`config.mk`:
```
export PLATFORM = sky130hd
export DESIGN_NAME = multicycle_controller_flat
export DESIGN_NICKNAME = d
export VERILOG_FILES = /design/src/rtl/multicycle_controller_if.sv /design/src/rtl/multicycle_controller.sv /design/src/flat_wrapper.sv
export SDC_FILE = /design/constraint.sdc
export NUM_CORES = 1
export LEC_CHECK = 0
export ABC_AREA = 1
export CAP_MARGIN = 30
export CORE_MARGIN = 5
export CORE_UTILIZATION = 45
export DETAILED_ROUTE_END_ITERATION = 7
export PLACE_DENSITY_LB_ADDON = 0.08
export SLEW_MARGIN = 30
export SYNTH_ARGS = -nofsm -noshare
export SYNTH_HDL_FRONTEND = slang
export SYNTH_SLANG_ARGS = --single-unit
```
`constraint.sdc`:
```
create_clock -name clk -period 1.2 [get_ports clk]
set_input_delay 0.18 -clock clk [delete_from_list [all_inputs] [get_ports clk]]
set_output_delay 0.18 -clock clk [all_outputs]
set_load 0.02 [all_outputs]
```
`src/rtl/multicycle_controller_if.sv`:
```
// Control and handshake bundle between the multicycle controller (master) and
// the datapath/memory side (slave).
interface multicycle_controller_if #(
    parameter int CNT_W = 16
);
    logic [6:0]       opcode;
    logic             mem_ready;
    logic             halt_req;
    logic             imem_req;
    logic             ir_write;
    logic             pc_write;
    logic             alu_src;
    logic [1:0]       alu_op;
    logic             mem_read;
    logic             mem_write;
    logic             reg_write;
    logic             mem2reg;
    logic             busy;
    logic             halted;
    logic             illegal;
    logic             timeout;
    logic [2:0]       state_dbg;
    logic [CNT_W-1:0] retired;

    modport master (
        input  opcode, mem_ready, halt_req,
        output imem_req, ir_write, pc_write, alu_src, alu_op, mem_read, mem_write,
               reg_write, mem2reg, busy, halted, illegal, timeout, state_dbg, retired
    );

    modport slave (
        output opcode, mem_ready, halt_req,
        input  imem_req, ir_write, pc_write, alu_src, alu_op, mem_read, mem_write,
               reg_write, mem2reg, busy, halted, illegal, timeout, state_dbg, retired
    );
endinterface

```
`src/rtl/multicycle_controller.sv`:
```
// Moore sequencer for the multi-cycle datapath: FETCH/DECODE/EXEC/MEM/WB with a
// memory watchdog, halt handling at instruction boundaries and a retired counter.
module multicycle_controller #(
    parameter int MEM_TIMEOUT = 15,
    parameter int CNT_W       = 16
) (
    input logic                     clk,
    input logic                     reset,
    multicycle_controller_if.master bus
);
    typedef enum logic [2:0] {
        S_FETCH  = 3'd0,
        S_DECODE = 3'd1,
        S_EXEC   = 3'd2,
        S_MEM    = 3'd3,
        S_WB     = 3'd4,
        S_HALT   = 3'd5,
        S_ERROR  = 3'd6
    } state_t;

    typedef enum logic [2:0] {
        C_NONE = 3'd0,
        C_R    = 3'd1,
        C_I    = 3'd2,
        C_LD   = 3'd3,
        C_ST   = 3'd4
    } class_t;

    localparam logic [6:0] OP_R  = 7'b0110011;
    localparam logic [6:0] OP_I  = 7'b0010011;
    localparam logic [6:0] OP_LD = 7'b0000011;
    localparam logic [6:0] OP_ST = 7'b0100011;
    localparam logic [7:0] LIMIT = 8'(MEM_TIMEOUT);

    state_t           state;
    class_t           cls;
    logic [7:0]       wait_cnt;
    logic [CNT_W-1:0] retired;
    logic             illegal;
    logic             timeout;
    logic             pc_step;
    state_t           boundary;

    function automatic class_t decode_class(input logic [6:0] op);
        case (op)
            OP_R:    return C_R;
            OP_I:    return C_I;
            OP_LD:   return C_LD;
            OP_ST:   return C_ST;
            default: return C_NONE;
        endcase
    endfunction

    // A store retires in its ready MEM cycle; every other class retires in WB.
    assign pc_step  = (state == S_WB) ||
                      (state == S_MEM && cls == C_ST && bus.mem_ready);
    assign boundary = bus.halt_req ? S_HALT : S_FETCH;

    always_ff @(posedge clk or negedge reset) begin
        if (!reset) begin
            state    <= S_FETCH;
            cls      <= C_NONE;
            wait_cnt <= '0;
            retired  <= '0;
            illegal  <= 1'b0;
            timeout  <= 1'b0;
        end else begin
            // NOTE: non-blocking assignments keep every register update in this
            // block based on the pre-edge values, independent of statement order.
            if (pc_step) retired <= retired + CNT_W'(1);
            case (state)
                S_FETCH, S_MEM: begin
                    if (bus.mem_ready) begin
                        wait_cnt <= '0;
                        if (state == S_FETCH)   state <= S_DECODE;
                        else if (cls == C_ST)   state <= boundary;
                        else                    state <= S_WB;
                    end else if (wait_cnt == LIMIT) begin
                        wait_cnt <= '0;
                        timeout  <= 1'b1;
                        state    <= S_ERROR;
                    end else begin
                        wait_cnt <= wait_cnt + 8'd1;
                    end
                end
                S_DECODE: begin
                    cls <= decode_class(bus.opcode);
                    if (decode_class(bus.opcode) == C_NONE) begin
                        illegal <= 1'b1;
                        state   <= S_ERROR;
                    end else begin
                        state   <= S_EXEC;
                    end
                end
                S_EXEC:  state <= (cls == C_LD || cls == C_ST) ? S_MEM : S_WB;
                S_WB:    state <= boundary;
                S_HALT:  if (!bus.halt_req) state <= S_FETCH;
                S_ERROR: state <= S_ERROR;
                default: state <= S_ERROR;
            endcase
        end
    end

    always_comb begin
        // NOTE: every output gets a default first so no latch is inferred.
        bus.imem_req  = 1'b0;
        bus.ir_write  = 1'b0;
        bus.pc_write  = 1'b0;
        bus.alu_src   = 1'b0;
        bus.alu_op    = 2'b00;
        bus.mem_read  = 1'b0;
        bus.mem_write = 1'b0;
        bus.reg_write = 1'b0;
        bus.mem2reg   = 1'b0;
        if (reset) begin
            bus.pc_write = pc_step;
            case (state)
                S_FETCH: begin
                    bus.imem_req = 1'b1;
                    bus.ir_write = bus.mem_ready;
                end
                S_EXEC, S_MEM, S_WB: begin
                    bus.alu_src = (cls != C_R);
                    bus.alu_op  = (cls == C_R || cls == C_I) ? 2'b10 : 2'b00;
                    if (state == S_MEM) begin
                        bus.mem_read  = (cls == C_LD);
                        bus.mem_write = (cls == C_ST);
                    end
                    if (state == S_WB) begin
                        bus.reg_write = 1'b1;
                        bus.mem2reg   = (cls == C_LD);
                    end
                end
                default: ;
            endcase
        end
    end

    assign bus.busy      = (state == S_FETCH) || (state == S_DECODE) || (state == S_EXEC) ||
                           (state == S_MEM)   || (state == S_WB);
    assign bus.halted    = (state == S_HALT);
    assign bus.illegal   = illegal;
    assign bus.timeout   = timeout;
    assign bus.state_dbg = state;
    assign bus.retired   = retired;
endmodule

```
`src/flat_wrapper.sv`:
```
// flat-port wrapper written by rule: the top's interface ports become plain ports
module multicycle_controller_flat 
#(
    parameter int MEM_TIMEOUT = 15,
    parameter int CNT_W       = 16
)
  (clk, reset, bus_opcode, bus_mem_ready, bus_halt_req, bus_imem_req, bus_ir_write, bus_pc_write, bus_alu_src, bus_alu_op, bus_mem_read, bus_mem_write, bus_reg_write, bus_mem2reg, bus_busy, bus_halted, bus_illegal, bus_timeout, bus_state_dbg, bus_retired);
  multicycle_controller_if #(.CNT_W(CNT_W)) bus_i ();
  input logic clk;
  input logic reset;
  input wire logic [$bits(bus_i.opcode)-1:0] bus_opcode;
  input wire logic [$bits(bus_i.mem_ready)-1:0] bus_mem_ready;
  input wire logic [$bits(bus_i.halt_req)-1:0] bus_halt_req;
  output wire logic [$bits(bus_i.imem_req)-1:0] bus_imem_req;
  output wire logic [$bits(bus_i.ir_write)-1:0] bus_ir_write;
  output wire logic [$bits(bus_i.pc_write)-1:0] bus_pc_write;
  output wire logic [$bits(bus_i.alu_src)-1:0] bus_alu_src;
  output wire logic [$bits(bus_i.alu_op)-1:0] bus_alu_op;
  output wire logic [$bits(bus_i.mem_read)-1:0] bus_mem_read;
  output wire logic [$bits(bus_i.mem_write)-1:0] bus_mem_write;
  output wire logic [$bits(bus_i.reg_write)-1:0] bus_reg_write;
  output wire logic [$bits(bus_i.mem2reg)-1:0] bus_mem2reg;
  output wire logic [$bits(bus_i.busy)-1:0] bus_busy;
  output wire logic [$bits(bus_i.halted)-1:0] bus_halted;
  output wire logic [$bits(bus_i.illegal)-1:0] bus_illegal;
  output wire logic [$bits(bus_i.timeout)-1:0] bus_timeout;
  output wire logic [$bits(bus_i.state_dbg)-1:0] bus_state_dbg;
  output wire logic [$bits(bus_i.retired)-1:0] bus_retired;
  assign bus_i.opcode = bus_opcode;
  assign bus_i.mem_ready = bus_mem_ready;
  assign bus_i.halt_req = bus_halt_req;
  assign bus_imem_req = bus_i.imem_req;
  assign bus_ir_write = bus_i.ir_write;
  assign bus_pc_write = bus_i.pc_write;
  assign bus_alu_src = bus_i.alu_src;
  assign bus_alu_op = bus_i.alu_op;
  assign bus_mem_read = bus_i.mem_read;
  assign bus_mem_write = bus_i.mem_write;
  assign bus_reg_write = bus_i.reg_write;
  assign bus_mem2reg = bus_i.mem2reg;
  assign bus_busy = bus_i.busy;
  assign bus_halted = bus_i.halted;
  assign bus_illegal = bus_i.illegal;
  assign bus_timeout = bus_i.timeout;
  assign bus_state_dbg = bus_i.state_dbg;
  assign bus_retired = bus_i.retired;
  multicycle_controller #(.MEM_TIMEOUT(MEM_TIMEOUT), .CNT_W(CNT_W)) u_core (.clk(clk), .reset(reset), .bus(bus_i));
endmodule
```
# Word-level counts from Yosys, hierarchy flattened
# Index checks and enable logic that the tools add are counted.
[classes]
add_sub_neg = 2
n_eq_ne = 17
muxes = 35
bitwise = 1
reduce_logical = 16
[op_table]
columns = ["cell", "n"]
rows = [
  ["two-way mux 3 bit", 9],
  ["two-way mux 1 bit", 19],
  ["adder 16 x 1 -> 16 bit, second input constant", 1],
  ["two-way mux 8 bit", 2],
  ["one-hot mux 3 bit (5 select lines)", 1],
  ["equality test 7 x 6 -> 1 bit, second input constant", 2],
  ["equality test 3 x 2 -> 1 bit, second input constant", 4],
  ["one-hot mux 3 bit (4 select lines)", 1],
  ["equality test 3 bit, second input constant", 3],
  ["adder 8 x 1 -> 8 bit, second input constant", 1],
  ["equality test 8 x 4 -> 1 bit, second input constant", 1],
  ["equality test 7 x 2 -> 1 bit, second input constant", 1],
  ["equality test 7 x 5 -> 1 bit, second input constant", 1],
  ["logical OR 1 bit", 7],
  ["equality test 3 x 1 -> 1 bit, second input constant", 2],
  ["zero test 3 bit", 2],
  ["two-way mux 2 bit", 3],
  ["AND reduction 2 bit", 2],
  ["!= test 3 x 1 -> 1 bit, second input constant", 1],
  ["!= test 3 x 2 -> 1 bit, second input constant", 1],
  ["AND reduction 3 bit", 1],
  ["OR reduction 3 bit", 1],
  ["logical AND 1 bit", 2],
  ["!= test 2 bit, second input constant", 1],
  ["2 further kinds", 2],
]
[totals]
ff_bits = 32
in_bits = 11
wordCells = 77

# Longest topological paths before layout
[logic_depth]
ltp_word = 6
ltp_mapped = 10
ltp_nobuf = 9

# Worst setup path before layout
# Ideal clock, no wire load.
[synth_path]
kind = "flip-flop to output port"
startpoint = "register u_core.state[1] (netlist: u_core.bus.state_dbg[1])"
endpoint = "output bus_alu_op[1]"
t_arrival_ns = 1.642
t_required_ns = 1.020
path_slack_ns = -0.622
stages_incl_launch_ff = 7
cell_sequence = "dfrtp_1 buf_6 nor2_1 nand2_1 inv_1 a21oi_1 nor4_1"
[synth_via]
elab_chain_cells = 4
elab_cells_between_ends = 6
cone_classes = "eq/ne: 3; mux: 2; reduce/logical: 1"
[synth_lines]
columns = ["element", "line_no", "rtl"]
rows = [
  ["start: declaration", "multicycle_controller.sv:35", "state_t state;"],
  ["start signal: assignment", "multicycle_controller.sv:76", "else if (cls == C_ST) state <= boundary;"],
  ["start signal: assignment", "multicycle_controller.sv:95", "S_EXEC: state <= (cls == C_LD || cls == C_ST) ? S_MEM : S_WB;"],
  ["start signal: assignment", "multicycle_controller.sv:96", "S_WB: state <= boundary;"],
  ["equality test 3 x 2 -> 1 bit or equality test 3 bit (tied branches)", "multicycle_controller.sv:117", "case (state)"],
  ["OR reduction 3 bit (*)", "multicycle_controller.sv:117", ""],
  ["two-way mux 2 bit (*)", "multicycle_controller.sv:117", ""],
  ["two-way mux 2 bit (*)", "multicycle_controller.sv:115", "if (reset) begin"],
  ["end: declaration", "flat_wrapper.sv:18", "output wire logic [$bits(bus_i.alu_op)-1:0] bus_alu_op;"],
]
# Every way passes the cells marked *; elsewhere a longest branch is shown, timed or not.

# Worst setup path after layout
[layout_path]
startpoint = "register u_core.state[1] (netlist: u_core.bus.state_dbg[1])"
endpoint = "register u_core.retired[14] (netlist: u_core.bus.retired[14])"
[layout_via]
elab_chain_cells = 4
elab_cells_between_ends = 5
cone_classes = "eq/ne: 2; reduce/logical: 3"
[layout_lines]
columns = ["element", "line_no", "rtl"]
rows = [
  ["equality test 3 x 2 -> 1 bit", "multicycle_controller.sv:56", "(state == S_MEM && cls == C_ST && bus.mem_ready);"],
  ["logical AND 1 bit (2 in a row)", "multicycle_controller.sv:56", ""],
  ["logical OR 1 bit (*)", "multicycle_controller.sv:55", "assign pc_step = (state == S_WB) ||"],
  ["end signal: assignment", "multicycle_controller.sv:70", "if (pc_step) retired <= retired + CNT_W'(1);"],
  ["end: declaration", "multicycle_controller.sv:38", "logic [CNT_W-1:0] retired;"],
]
# Marked as above.
# A chain may end at the register's enable or synchronous reset.

==> results.cfg <==
[outcome]
outcome = finished with violations
violations = negative setup slack

[die]
fp.dieW_um = 76.6
io_pins = 44
initial_core_util = 0.462
die-area_um2 = 5870
die_h_um = 76.6
core_region_area_um2 = 4320
placementRows = 24

[detailed_routing]
firstDrtPassIters = 4
ant_nets = 0
drc = 0
first_iter_violations = 138
wire_per_inst_um = 15.4
wirelength_um = 6920
num_vias = 2355
drt-vias-per-instance = 5.23

[clock_network]
cts_tree = done
cts_inserted_buffers = 5
htree_levels = 2
cts_hold_buf = 0
worstSkewPairLatency_ps = 290
cts_root_buf = clkbuf_8
cts_sinks = 32
ctsLongestPathBuffers = 2
clkTransAtPathRegs_ps = 70

[placement]
gp_congestion = 0.826
dpl.hpwl_um = 4150
port_buffers = 42
pre_cts_slack_ps = -814

[critical_path]
path_max_fanout = 4
r2r_setup_slack_ps = -450
worstPathArrival_ps = 1830
worstSetupPathType = reg2reg
setup.worst_path.end_class = register
cp.required_ps = 1380
start_kind = register

[yosys]
syn_area_per_cell_um2 = 7.29
ys_seq_area_frac = 0.401
yosys.cell_types.count = 33
synth_cells = 274
syn_nets = 287
ys_warn_count = 0
ys_ff_latch = 32
synth_area_um2 = 2000

[grt]
grt_pass1_vias = 2304
grt_usage = 0.217
grt_max_degree = 33
grt_pass1_wl_um = 10400
antenna_found_initial = 0
grt-ovfl-total = 0

[pwr]
p_comb_frac = 0.045
p_leak_nw = 1.82
intPower_w = 0.00173
p_clk_frac = 0.470
vdd_drop_max_uv = 392
seq_power_share = 0.485
power_switching_share = 0.221
power.density_nw_per_um2 = 620
p_sw_w = 0.000492

[sta]
setup_viol = 45
maxSlewViolCount = 0
hold_viol = 0
fmax_ghz = 0.605
fin_crit_ps = 1650
rsz0062_at_grt = yes
fin_ws_ps = -452
skew_ps = 5.00
period_share = 1.38

[layout]
fin_nets = 410
utilization = 0.830
drive_gt1_frac = 0.480
final_cell_mix = nand2_1, buf_4, buf_6
syn2layout_area_growth_pct = 79.8
diodes = 0
final_common_cell = nand2_1

[flow_run]
maxCapViolCount = 0

[worst_hold_path]
hold_class = in2async
[cell type report]
type / instances / area [um2]
multi-input combinational: 204 / 1350
timing repair buffer: 120 / 1110
tap: 52 / 65.1
fill: 252 / 734
clock inverter: 3 / 42.5
sequential: 32 / 810
inverter: 34 / 150
clock buffer: 5 / 68.8
[kinds of logic after synthesis]
family	synth area share
buffers and inverters	0.0833
adders and majority gates	0.0125
and+or+nand+nor	0.375
xor gates and xnor gates	0.0677
other	0.00188
AOI/OAI and AO/OA	0.0589
DFF	0.401
[power groups by stage]
stage	combinational [W]	clock, W	sequential (W)
final	0.000101	0.00105	0.00108
after global routing	0.000111	0.00113	0.00108
after CTS	0.0000970	0.00106	0.00108
after detailed placement	0.0000942	0	0.00110
after global placement	0.0000937	0	0.00110
after floorplan	0.0000241	0	0.00110
[synthesized netlist by cell type]
library cell	count	area [um2]
ha_1	2	25.0
conb_1	1	3.75
nor4_1	1	6.26
buf_6	2	22.5
o21a_1	1	7.51
nand3_1	19	95.1
o21ai_1	2	10.0
nor2_2	2	12.5
dfrtp_1	32	801
a21oi_1	1	5.00
inv_2	2	7.51
nor3_2	1	10.0
xnor2_2	4	65.1
nand4_1	5	31.3
o22ai_1	4	25.0
nor3_1	9	45.0
nand2_2	7	43.8
clkinv_2	1	5.00
xnor2_1	2	17.5
a22o_1	1	8.76
xor2_1	6	52.6
o21ai_0	8	40.0
inv_1	31	116
or2_2	1	6.26
nand2_1	87	327
o21bai_1	1	7.51
nand2_4	3	33.8
a31oi_1	1	6.26
buf_4	2	15.0
nor2_1	32	120
nand3b_1	1	7.51
nand3_2	1	10.0
a211oi_1	1	7.51
[critical path: stages, from the launching register on]
cell,delay [ps]
dfrtp_2,460
buf_6,140
nand3_4,80
nor2_2,50
nand2_1,70
nand2_2,90
buf_4,150
buf_6,130
buf_4,140
clkbuf_16,150
nand2_4,60
nand2_1,60
[final timing paths]
check                                               startpoint                                   to  depth (start not counted)
min in group clk                u_core.bus.timeout$_DFFE_PN0P_       u_core.bus.timeout$_DFFE_PN0P_                          1
min                                                      reset       u_core.wait_cnt[7]$_DFFE_PN0N_                          2
max reg2reg                u_core.bus.state_dbg[1]$_DFFE_PN0P_   u_core.bus.retired[14]$_DFFE_PN0N_                         11
min reg2reg                     u_core.bus.timeout$_DFFE_PN0P_       u_core.bus.timeout$_DFFE_PN0P_                          1
max in group asynchronous                                reset  u_core.bus.state_dbg[0]$_DFFE_PN0P_                          2
max                        u_core.bus.state_dbg[1]$_DFFE_PN0P_   u_core.bus.retired[14]$_DFFE_PN0N_                         11
[per-layer routing]
metal	global-route usage	wire [um]
met3	0.0473	364
met5	0	0
met2	0.390	3640
met4	0.0839	219
met1	0.247	2700
[timing repair]
| action | CTS | global route |
|---|---|---|
| endpoints found under the setup margin | 64 | 57 |
| gates cloned | 1 | 2 |
| resized for setup | 167 | 53 |
| pin swaps | 18 | 19 |
| buffers inserted | 9 | 11 |
[flip-flops by register name, indices dropped and copies added (netlist names)]
signal,count
u_core.cls,3
u_core.bus.timeout,1
u_core.bus.state_dbg,3
u_core.bus.retired,16
u_core.wait_cnt,8
u_core.bus.illegal,1
[through the flow]
stage / TNS [ps] / total power, W / hold slack [ps] / area [um2] / cells
after floorplan: -4250 / 0.00112 / -116 / 2110 / 274
final: -14050 / 0.00223 / 448 / 3590 / 450
after global placement: -16050 / 0.00119 / 455 / 3020 / 425
after detailed placement: -16570 / 0.00119 / 462 / 3020 / 425
after CTS: -11720 / 0.00224 / 466 / 3390 / 442
after global routing: -17150 / 0.00231 / 516 / 3590 / 450
No activity file was read; power rests on OpenSTA's default activity.
